<file path="src/rtl/instr_queue.sv">
// instr_queue: fetch-side instruction FIFO with sequential PC generation and ROB flush/redirect.
// Optional INSTR_QUEUE_BYPASS_EN: a response arriving at an empty, unstalled queue goes straight downstream.
module instr_queue #(
  parameter int          QueueAddrLength = 3,
  parameter logic [31:0] ResetPc         = 32'h0
) (
  input  logic        clk,
  input  logic        rst,
  input  logic        is_exception_from_rob,
  input  logic [31:0] pc_from_rob,
  input  logic        is_stall_from_rob,
  input  logic        is_finish_from_fc,
  input  logic [31:0] instr_from_fc,
  output logic        is_req_to_fc,
  output logic [31:0] pc_to_fc,
  output logic        is_exception_to_fc,
  output logic        is_empty_to_reg,
  output logic [31:0] instr_to_reg,
  output logic [31:0] pc_to_reg
);
  localparam int Depth = 2 ** QueueAddrLength;
  localparam int CntW  = QueueAddrLength + 1;
  typedef enum logic [1:0] {S_IDLE, S_WAIT, S_FLUSH} state_t;
  state_t state, state_n;
  logic [QueueAddrLength-1:0] head, tail;
  logic [CntW-1:0] count;
  logic [31:0] fetch_pc, pc_fc_n;
  logic [31:0] instr_mem [Depth];
  logic [31:0] pc_mem [Depth];
  logic got, byp, rd, wr, can_req;
  always_comb begin
    got = state == S_WAIT && is_finish_from_fc;
`ifdef INSTR_QUEUE_BYPASS_EN
    byp = got && count == '0 && !is_stall_from_rob;
`else
    byp = 1'b0;
`endif
    rd = !is_stall_from_rob && count != '0;
    wr = got && !byp;
    // only request when a slot is still free after this fetch lands
    can_req = state == S_IDLE && count <= CntW'(Depth - 2);
    state_n = is_exception_from_rob ? S_FLUSH :
              can_req ? S_WAIT :
              (state == S_WAIT && !got) ? S_WAIT : S_IDLE;
    pc_fc_n = is_exception_from_rob ? pc_from_rob : can_req ? fetch_pc : pc_to_fc;
  end
  always_ff @(posedge clk or negedge rst) begin
    if (!rst) begin
      state        <= S_IDLE;
      is_req_to_fc <= 1'b0;
      pc_to_fc     <= ResetPc;
    end else begin
      state        <= state_n;
      is_req_to_fc <= state_n == S_WAIT;
      pc_to_fc     <= pc_fc_n;
    end
  end
  always_ff @(posedge clk or negedge rst) begin
    if (!rst) begin
      head               <= '0;
      tail               <= '0;
      count              <= '0;
      fetch_pc           <= ResetPc;
      is_exception_to_fc <= 1'b0;
      is_empty_to_reg    <= 1'b1;
      instr_to_reg       <= '0;
      pc_to_reg          <= '0;
    end else if (is_exception_from_rob) begin
      head               <= '0;
      tail               <= '0;
      count              <= '0;
      fetch_pc           <= pc_from_rob;
      is_exception_to_fc <= 1'b1;
      is_empty_to_reg    <= 1'b1;
    end else begin
      is_exception_to_fc <= 1'b0;
      if (wr) tail <= tail + 1'b1;
      if (rd) head <= head + 1'b1;
      count <= count + CntW'(wr) - CntW'(rd);
      if (got) fetch_pc <= fetch_pc + 32'd4;
      if (!is_stall_from_rob) begin
        if (rd) begin
          instr_to_reg    <= instr_mem[head];
          pc_to_reg       <= pc_mem[head];
          is_empty_to_reg <= 1'b0;
        end else if (byp) begin
          instr_to_reg    <= instr_from_fc;
          pc_to_reg       <= pc_to_fc;
          is_empty_to_reg <= 1'b0;
        end else begin
          is_empty_to_reg <= 1'b1;
        end
      end
    end
  end
  always_ff @(posedge clk) begin
    if (wr && !is_exception_from_rob) begin
      instr_mem[tail] <= instr_from_fc;
      pc_mem[tail]    <= pc_to_fc;
    end
  end
endmodule

</file>
<file path="config.mk">
export PLATFORM = sky130hd
export DESIGN_NAME = instr_queue
export DESIGN_NICKNAME = d
export VERILOG_FILES = /design/src/rtl/instr_queue.sv
export SDC_FILE = /design/constraint.sdc
export NUM_CORES = 1
export LEC_CHECK = 0
export CAP_MARGIN = 20
export CORE_AREA = 2 2 240 242
export DETAILED_ROUTE_END_ITERATION = 10
export DIE_AREA = 0 0 242 244
export GPL_TIMING_DRIVEN = 0
export PLACE_DENSITY = 0.62
export SYNTH_ARGS = -nofsm -noshare
export SYNTH_HDL_FRONTEND = slang
export SYNTH_SLANG_ARGS = --single-unit
</file>
<file path="constraint.sdc">
create_clock -name clk -period 10.4 [get_ports clk]
set_input_delay 2.08 -clock clk [delete_from_list [all_inputs] [get_ports clk]]
set_output_delay 2.08 -clock clk [all_outputs]
set_load 0.03 [all_outputs]
</file>
==> results of run 1 <==
area by class of cell:
type,instances,area (sq um),area share [%]
Buffer,68,297.8,0.9720
Sequential cell,653,18900,61.70
Clock inverter,25,306.5,1.001
Inverter,4,15.01,0.04901
Timing Repair Buffer,200,2238,7.306
Clock buffer,97,2017,6.583
Multi-Input combinational cell,586,5912,19.30
Tap cell,756,945.9,3.087
layer usage:
metal	vias to the layer above	track usage (%)	share of wire [%]	routed length [microns]
met5	-	0	0	0
met1	6775	27.22	45	25030
met4	0	5.664	1.7	956
met3	68	3.325	5.2	2895
li1	5747	-	-	-
met2	318	30.96	48	26730
cell usage after synthesis (5+ instances only):
cell and instances:
a21oi_1 118, and3_1 8, and4_1 5, buf_1 12
buf_2 25, clkbuf_1 28, dfrtp_1 140, edfxtp_1 512
ha_1 8, mux2i_1 96, mux4_2 128, nand2_1 22
nand3_1 5, nand4_1 10, nor2_1 110, o21ai_0 5
xnor2_1 11, xor2_1 18
power by group:
part	internal [mW]	leakage, nW	switching, mW	total, mW
registers	3.03	6.18	0.158	3.18
logic	0.773	2.88	0.922	1.69
clock network	1.52	1.14	0.964	2.49
total	5.32	10.2	2.04	7.37
stage by stage:
stage                     util, %  hold slack, ns  area, sq um  instances
final                       54.54          0.4931        30640       2389
after CTS                   54.54          0.5016        30640       2389
after global placement      49.30          0.4841        27690       2234
after global routing        54.54          0.5278        30640       2389
after detailed placement    50.41          0.4888        28310       2267
after floorplan                 -          0.4694        25070       1311
kinds of logic (layout without fill, tap and decap cells):
group / count (synthesis) / after routing / synth area share, %
flip-flops: 653 / 653 / 75.39
multiplexers: 228 / 228 / 15.51
AND/OR/NAND/NOR: 184 / 184 / 3.488
AO/OA/AOI/OAI: 136 / 136 / 2.869
buffers and inverters: 72 / 394 / 1.247
XOR/XNOR: 29 / 29 / 1.013
adder cells (fa/ha/maj): 9 / 9 / 0.4791
how the worst min path moves through the flow:
stage / startpoint / endpoint / cells after the start
finish: fetch_pc[0]$_DFFE_PN0P_ / fetch_pc[0]$_DFFE_PN0P_ / 1
global route: fetch_pc[1]$_DFFE_PN0P_ / fetch_pc[1]$_DFFE_PN0P_ / 1
CTS: fetch_pc[0]$_DFFE_PN0P_ / fetch_pc[0]$_DFFE_PN0P_ / 1
detailed placement: fetch_pc[0]$_DFFE_PN0P_ / fetch_pc[0]$_DFFE_PN0P_ / 1
global placement: fetch_pc[1]$_DFFE_PN0P_ / fetch_pc[1]$_DFFE_PN0P_ / 1
floorplan: fetch_pc[0]$_DFFE_PN0P_ / fetch_pc[0]$_DFFE_PN0P_ / 1
critical path, cell delays in order:
cell and delay (ns):
clkdlybuf4s50_1 0.44, clkbuf_1 0.37, inv_1 0.25, clkbuf_1 0.46, nand3_1 0.43, nor2_4 0.69
buf_16 0.24, buf_16 0.18
==> impl_metrics.ini, run 1 <==
[outcome]
outcome = finished, final reports clean

[routing]
ant_nets = 0
wl_mm = 55.61
wire_per_inst_microns = 23.28
drtIter0Drc = 919
via_per_inst = 5.403
vias = 12908
drc = 0
dr.pass1.iters = 5

[pwr]
powerDensity_mw_per_mm2 = 240.4
total_power_mw = 7.366
p_leak_nw = 10.21
max-vdd-ir-drop_v = 0.0001251

[synth]
synth_top_area_share_pct = 61.32
synth_largest_area_cell = edfxtp_1
post_synth.cell_area_avg_sq_um = 19.13
synth_ff_type = edfxtp_1
ys_seq_area_share_pct = 75.39
yosysUniqueCellTypes = 47
async_flop_share_pct = 21.59
ys_warn_count = 0
ys_ff_latch = 653
syn_area_sq_mm = 0.02507
yosys-top-cells-area = edfxtp_1, dfrtp_1, mux4_2
syn_inst = 1311
synthesis.nets = 1389
synth_edf_count = 512

[run]
cap_violations = 0

[setup_path]
reg2reg_depth = 7
cp_max_fo = 17
arrival_ns = 5.18
startpoint = is_exception_from_rob
cp-end-kind = register
crit_required_ns = 10.68
reg2reg_from = count[2]$_DFF_PN0_
start_kind = primary input
crit_type = in2reg
rrSetupSlack_ns = 7.59
crit_path_end = instr_mem[5][25]$_DFFE_PP_
worstReg2RegEnd = pc_to_reg[14]$_DFFE_PN0P_

[clocking]
cts_resized = 0
clock_latency_ns = 0.59
clkTransAtPathRegs_ns = 0.06
cts_setup_buffers = 0
hold_buffers = 0
cts.sinks = 653
htreeDepth = 3
cts_buffer_depth = 3
cts_buffers = 67
cts_tree = built
clockRootBuffer = clkbuf_16

[floorplanning]
io_pins = 168
core_area_sq_mm = 0.05617
die_h_microns = 244
rows = 87
die_area_sq_mm = 0.05905
start_util_pct = 44.64
die_w_microns = 242

[layout]
layout_commonest_cell = edfxtp_1
nets = 1658
fillerInstances = 4446
post_route_cells_drive_above_1_share_pct = 19.04
syn2layout_area_growth_pct = 22.19
layout_common_cells = edfxtp_1, clkdlybuf4s50_1, dfrtp_1, mux4_2, a21oi_1
n_antenna_cell = 0
reg_top3 = instr_mem (256), pc_mem (256)

[placement]
dp_hpwl_mm = 35.96
io_buffers = 167
pre_cts_ws_ns = 4.881
place_congestion = 0.7822

[grt]
grt_pass1_wl_mm = 84.77
grt_max_degree = 72
antenna_found_initial = 0
grt_use_total_pct = 19.24
grt_pass1_vias = 13506
grt.overflow.total = 0

[sta]
post-route-period-util_pct = 47.15
setup_tns_ns = 0
final_max_slew_viol_count = 0
fin_skew_ns = 0.02011
setup_viol = 0
rsz0062_at_grt = false
finalHoldViolCount = 0
max_clock_freq_ghz = 0.2039
relSlewSlack_pct = 36.51
period_needed_ns = 4.903
setup_slack_ns = 5.497
worst_pin_slew_ns = 0.9524

[worst_hold_path]
holdCritPathClass = reg2reg
No activity file was read; power rests on OpenSTA's default activity.
==> run 2, diff against run 1 <==
PLACE_DENSITY = 0.64   (was 0.62)
clock period = 4.2 ns   (was 10.4 ns; I/O delays follow)
==> impl_metrics.ini, run 2 (synthesized netlist as in run 1, its figures left out) <==
[outcome]
outcome = finished, final reports clean

[floorplanning]
die_h_microns = 244
core_area_sq_mm = 0.05617
rows = 87
die_w_microns = 242
start_util_pct = 44.64
io_pins = 168
die_area_sq_mm = 0.05905

[sta]
setup_tns_ns = 0
post-route-period-util_pct = 92.21
relSlewSlack_pct = 37.28
fin_skew_ns = 0.01643
rsz0062_at_grt = false
final_max_slew_viol_count = 0
setup_viol = 0
finalHoldViolCount = 0
worst_pin_slew_ns = 0.9408
max_clock_freq_ghz = 0.2582
period_needed_ns = 3.873

[clocking]
cts_resized = 0
cts_buffers = 68
hold_buffers = 0
cts_tree = built
clockRootBuffer = clkbuf_16
clkTransAtPathRegs_ns = 0.06
htreeDepth = 3
cts_setup_buffers = 0
cts_buffer_depth = 3
clock_latency_ns = 0.59
cts.sinks = 653

[layout]
layout_commonest_cell = edfxtp_1
nets = 1650
layout_common_cells = edfxtp_1, clkdlybuf4s50_1, dfrtp_1, mux4_2, a21oi_1
fin_area_sq_mm = 0.03054
multi_input_area_sq_mm = 0.005924
post_route_cells_drive_above_1_share_pct = 18.63
fillerInstances = 4484
regArea_sq_mm = 0.01890
syn2layout_area_growth_pct = 21.81
reg_top3 = instr_mem (256), pc_mem (256)

[grt]
antenna_found_initial = 0
grt_pass1_wl_mm = 84.41
grt_use_total_pct = 19.13
grt_pass1_vias = 13658
grt_max_degree = 75
grt.overflow.total = 0

[pwr]
total_power_mw = 18.07
max-vdd-ir-drop_v = 0.0002612
p_seq_share_pct = 43.6
internal_power_mw = 13.01
swShare_pct = 28.02
powerDensity_mw_per_mm2 = 591.7
combPwrFrac_pct = 23.3
p_leak_nw = 10.12
power.switching_mw = 5.064
clkPwrFrac_pct = 33.1

[setup_path]
cp.buffers_inverters = 6
critical-path-max-stage-delay_ns = 0.77
cp_slowest_cell = nor2_4
cp-end-kind = register
critPathTopFamily = buffers and inverters
cp_cell_sequence = clkdlybuf4s50_1 -> clkbuf_1 -> inv_1 -> clkbuf_1 -> nand3_1 -> nor2_4 -> buf_12 -> buf_12
crit_type = in2reg
cp_max_fo = 23
arrival_ns = 4.14
crit_required_ns = 4.47
start_kind = primary input

[routing]
via_per_inst = 5.419
drtIter0Drc = 1126
ant_nets = 0
dr.pass1.iters = 5
drc = 0
wl_mm = 55.37
wire_per_inst_microns = 23.24
vias = 12914

[placement]
dp_hpwl_mm = 35.81
place_congestion = 0.7793
io_buffers = 167
placed_cell_area_sq_mm = 0.02828

[run]
cap_violations = 0

[worst_hold_path]
holdCritPathClass = in2async
run 2: changes by cell type in the layout (fill, tap and decap cells not counted), moves of 3 or more:
cell and delta:
buf_4 -3, buf_6 -11, bufinv_16 -4, clkinv_2 +4
clkinv_4 -3, clkinvlp_4 +3
run 2: area by class of cell:
class,count,area share (%)
sequential,653,61.90
tap,756,3.097
inverter,4,0.04916
antenna,1,0.008193
buffer,68,0.9750
multi-input combinational,586,19.40
clock inverter,24,0.6309
clock buffer,100,6.776
timing repair buffer,191,7.169
run 2: metrics by stage:
step	instances	utilization, %	hold slack, ns	setup slack [ns]
2_1_floorplan	1311	-	0.4694	-0.5467
3_3_place_gp	2234	49.32	0.4820	-4.515
3_5_place_dp	2258	50.34	0.4902	-0.2673
4_1_cts	2382	54.37	0.3020	0.3575
5_1_grt	2382	54.37	0.3372	0.1795
6_report	2383	54.37	0.3064	0.3271
run 2: final timing paths:
kind                                              start                            to  slack [ns]  cells after the start
max                               is_exception_from_rob     instr_mem[3][6]$_DFFE_PP_        0.33                      8
max reg2reg                is_exception_to_fc$_DFF_PN0_     instr_mem[3][6]$_DFFE_PP_        1.17                      6
min reg2reg                     fetch_pc[1]$_DFFE_PN0P_       fetch_pc[1]$_DFFE_PN0P_        0.50                      1
max in group asynchronous                           rst  instr_to_reg[13]$_DFFE_PN0P_        3.02                      2
min in group clk                fetch_pc[1]$_DFFE_PN0P_       fetch_pc[1]$_DFFE_PN0P_        0.50                      1
min                                                 rst      pc_to_fc[10]$_DFFE_PN0P_        0.31                      1
run 2: worst register-to-register path, delay by kind of cell (launching register included):
family,cells,cell delay [ns]
and+or+nand+nor,3,1.40
DFF,1,0.44
buffers and inverters,3,0.85
run 2: power groups by stage:
stage | combinational [mW] | sequential [mW] | clock [mW]
6_report | 4.20 | 7.89 | 5.98
3_5_place_dp | 4.27 | 8.03 | 0
3_3_place_gp | 4.21 | 8.00 | 0
5_1_grt | 4.52 | 7.96 | 6.35
2_1_floorplan | 2.06 | 8.61 | 0
4_1_cts | 4.28 | 7.89 | 6.10
run 2: routing by layer:
metal | routed length [microns] | vias to the layer above | track usage, %
met4 | 809 | 0 | 4.539
met3 | 2879 | 62 | 3.676
met2 | 27160 | 342 | 31.38
met5 | 0 | - | 0
li1 | - | 5737 | -
met1 | 24520 | 6773 | 26.72
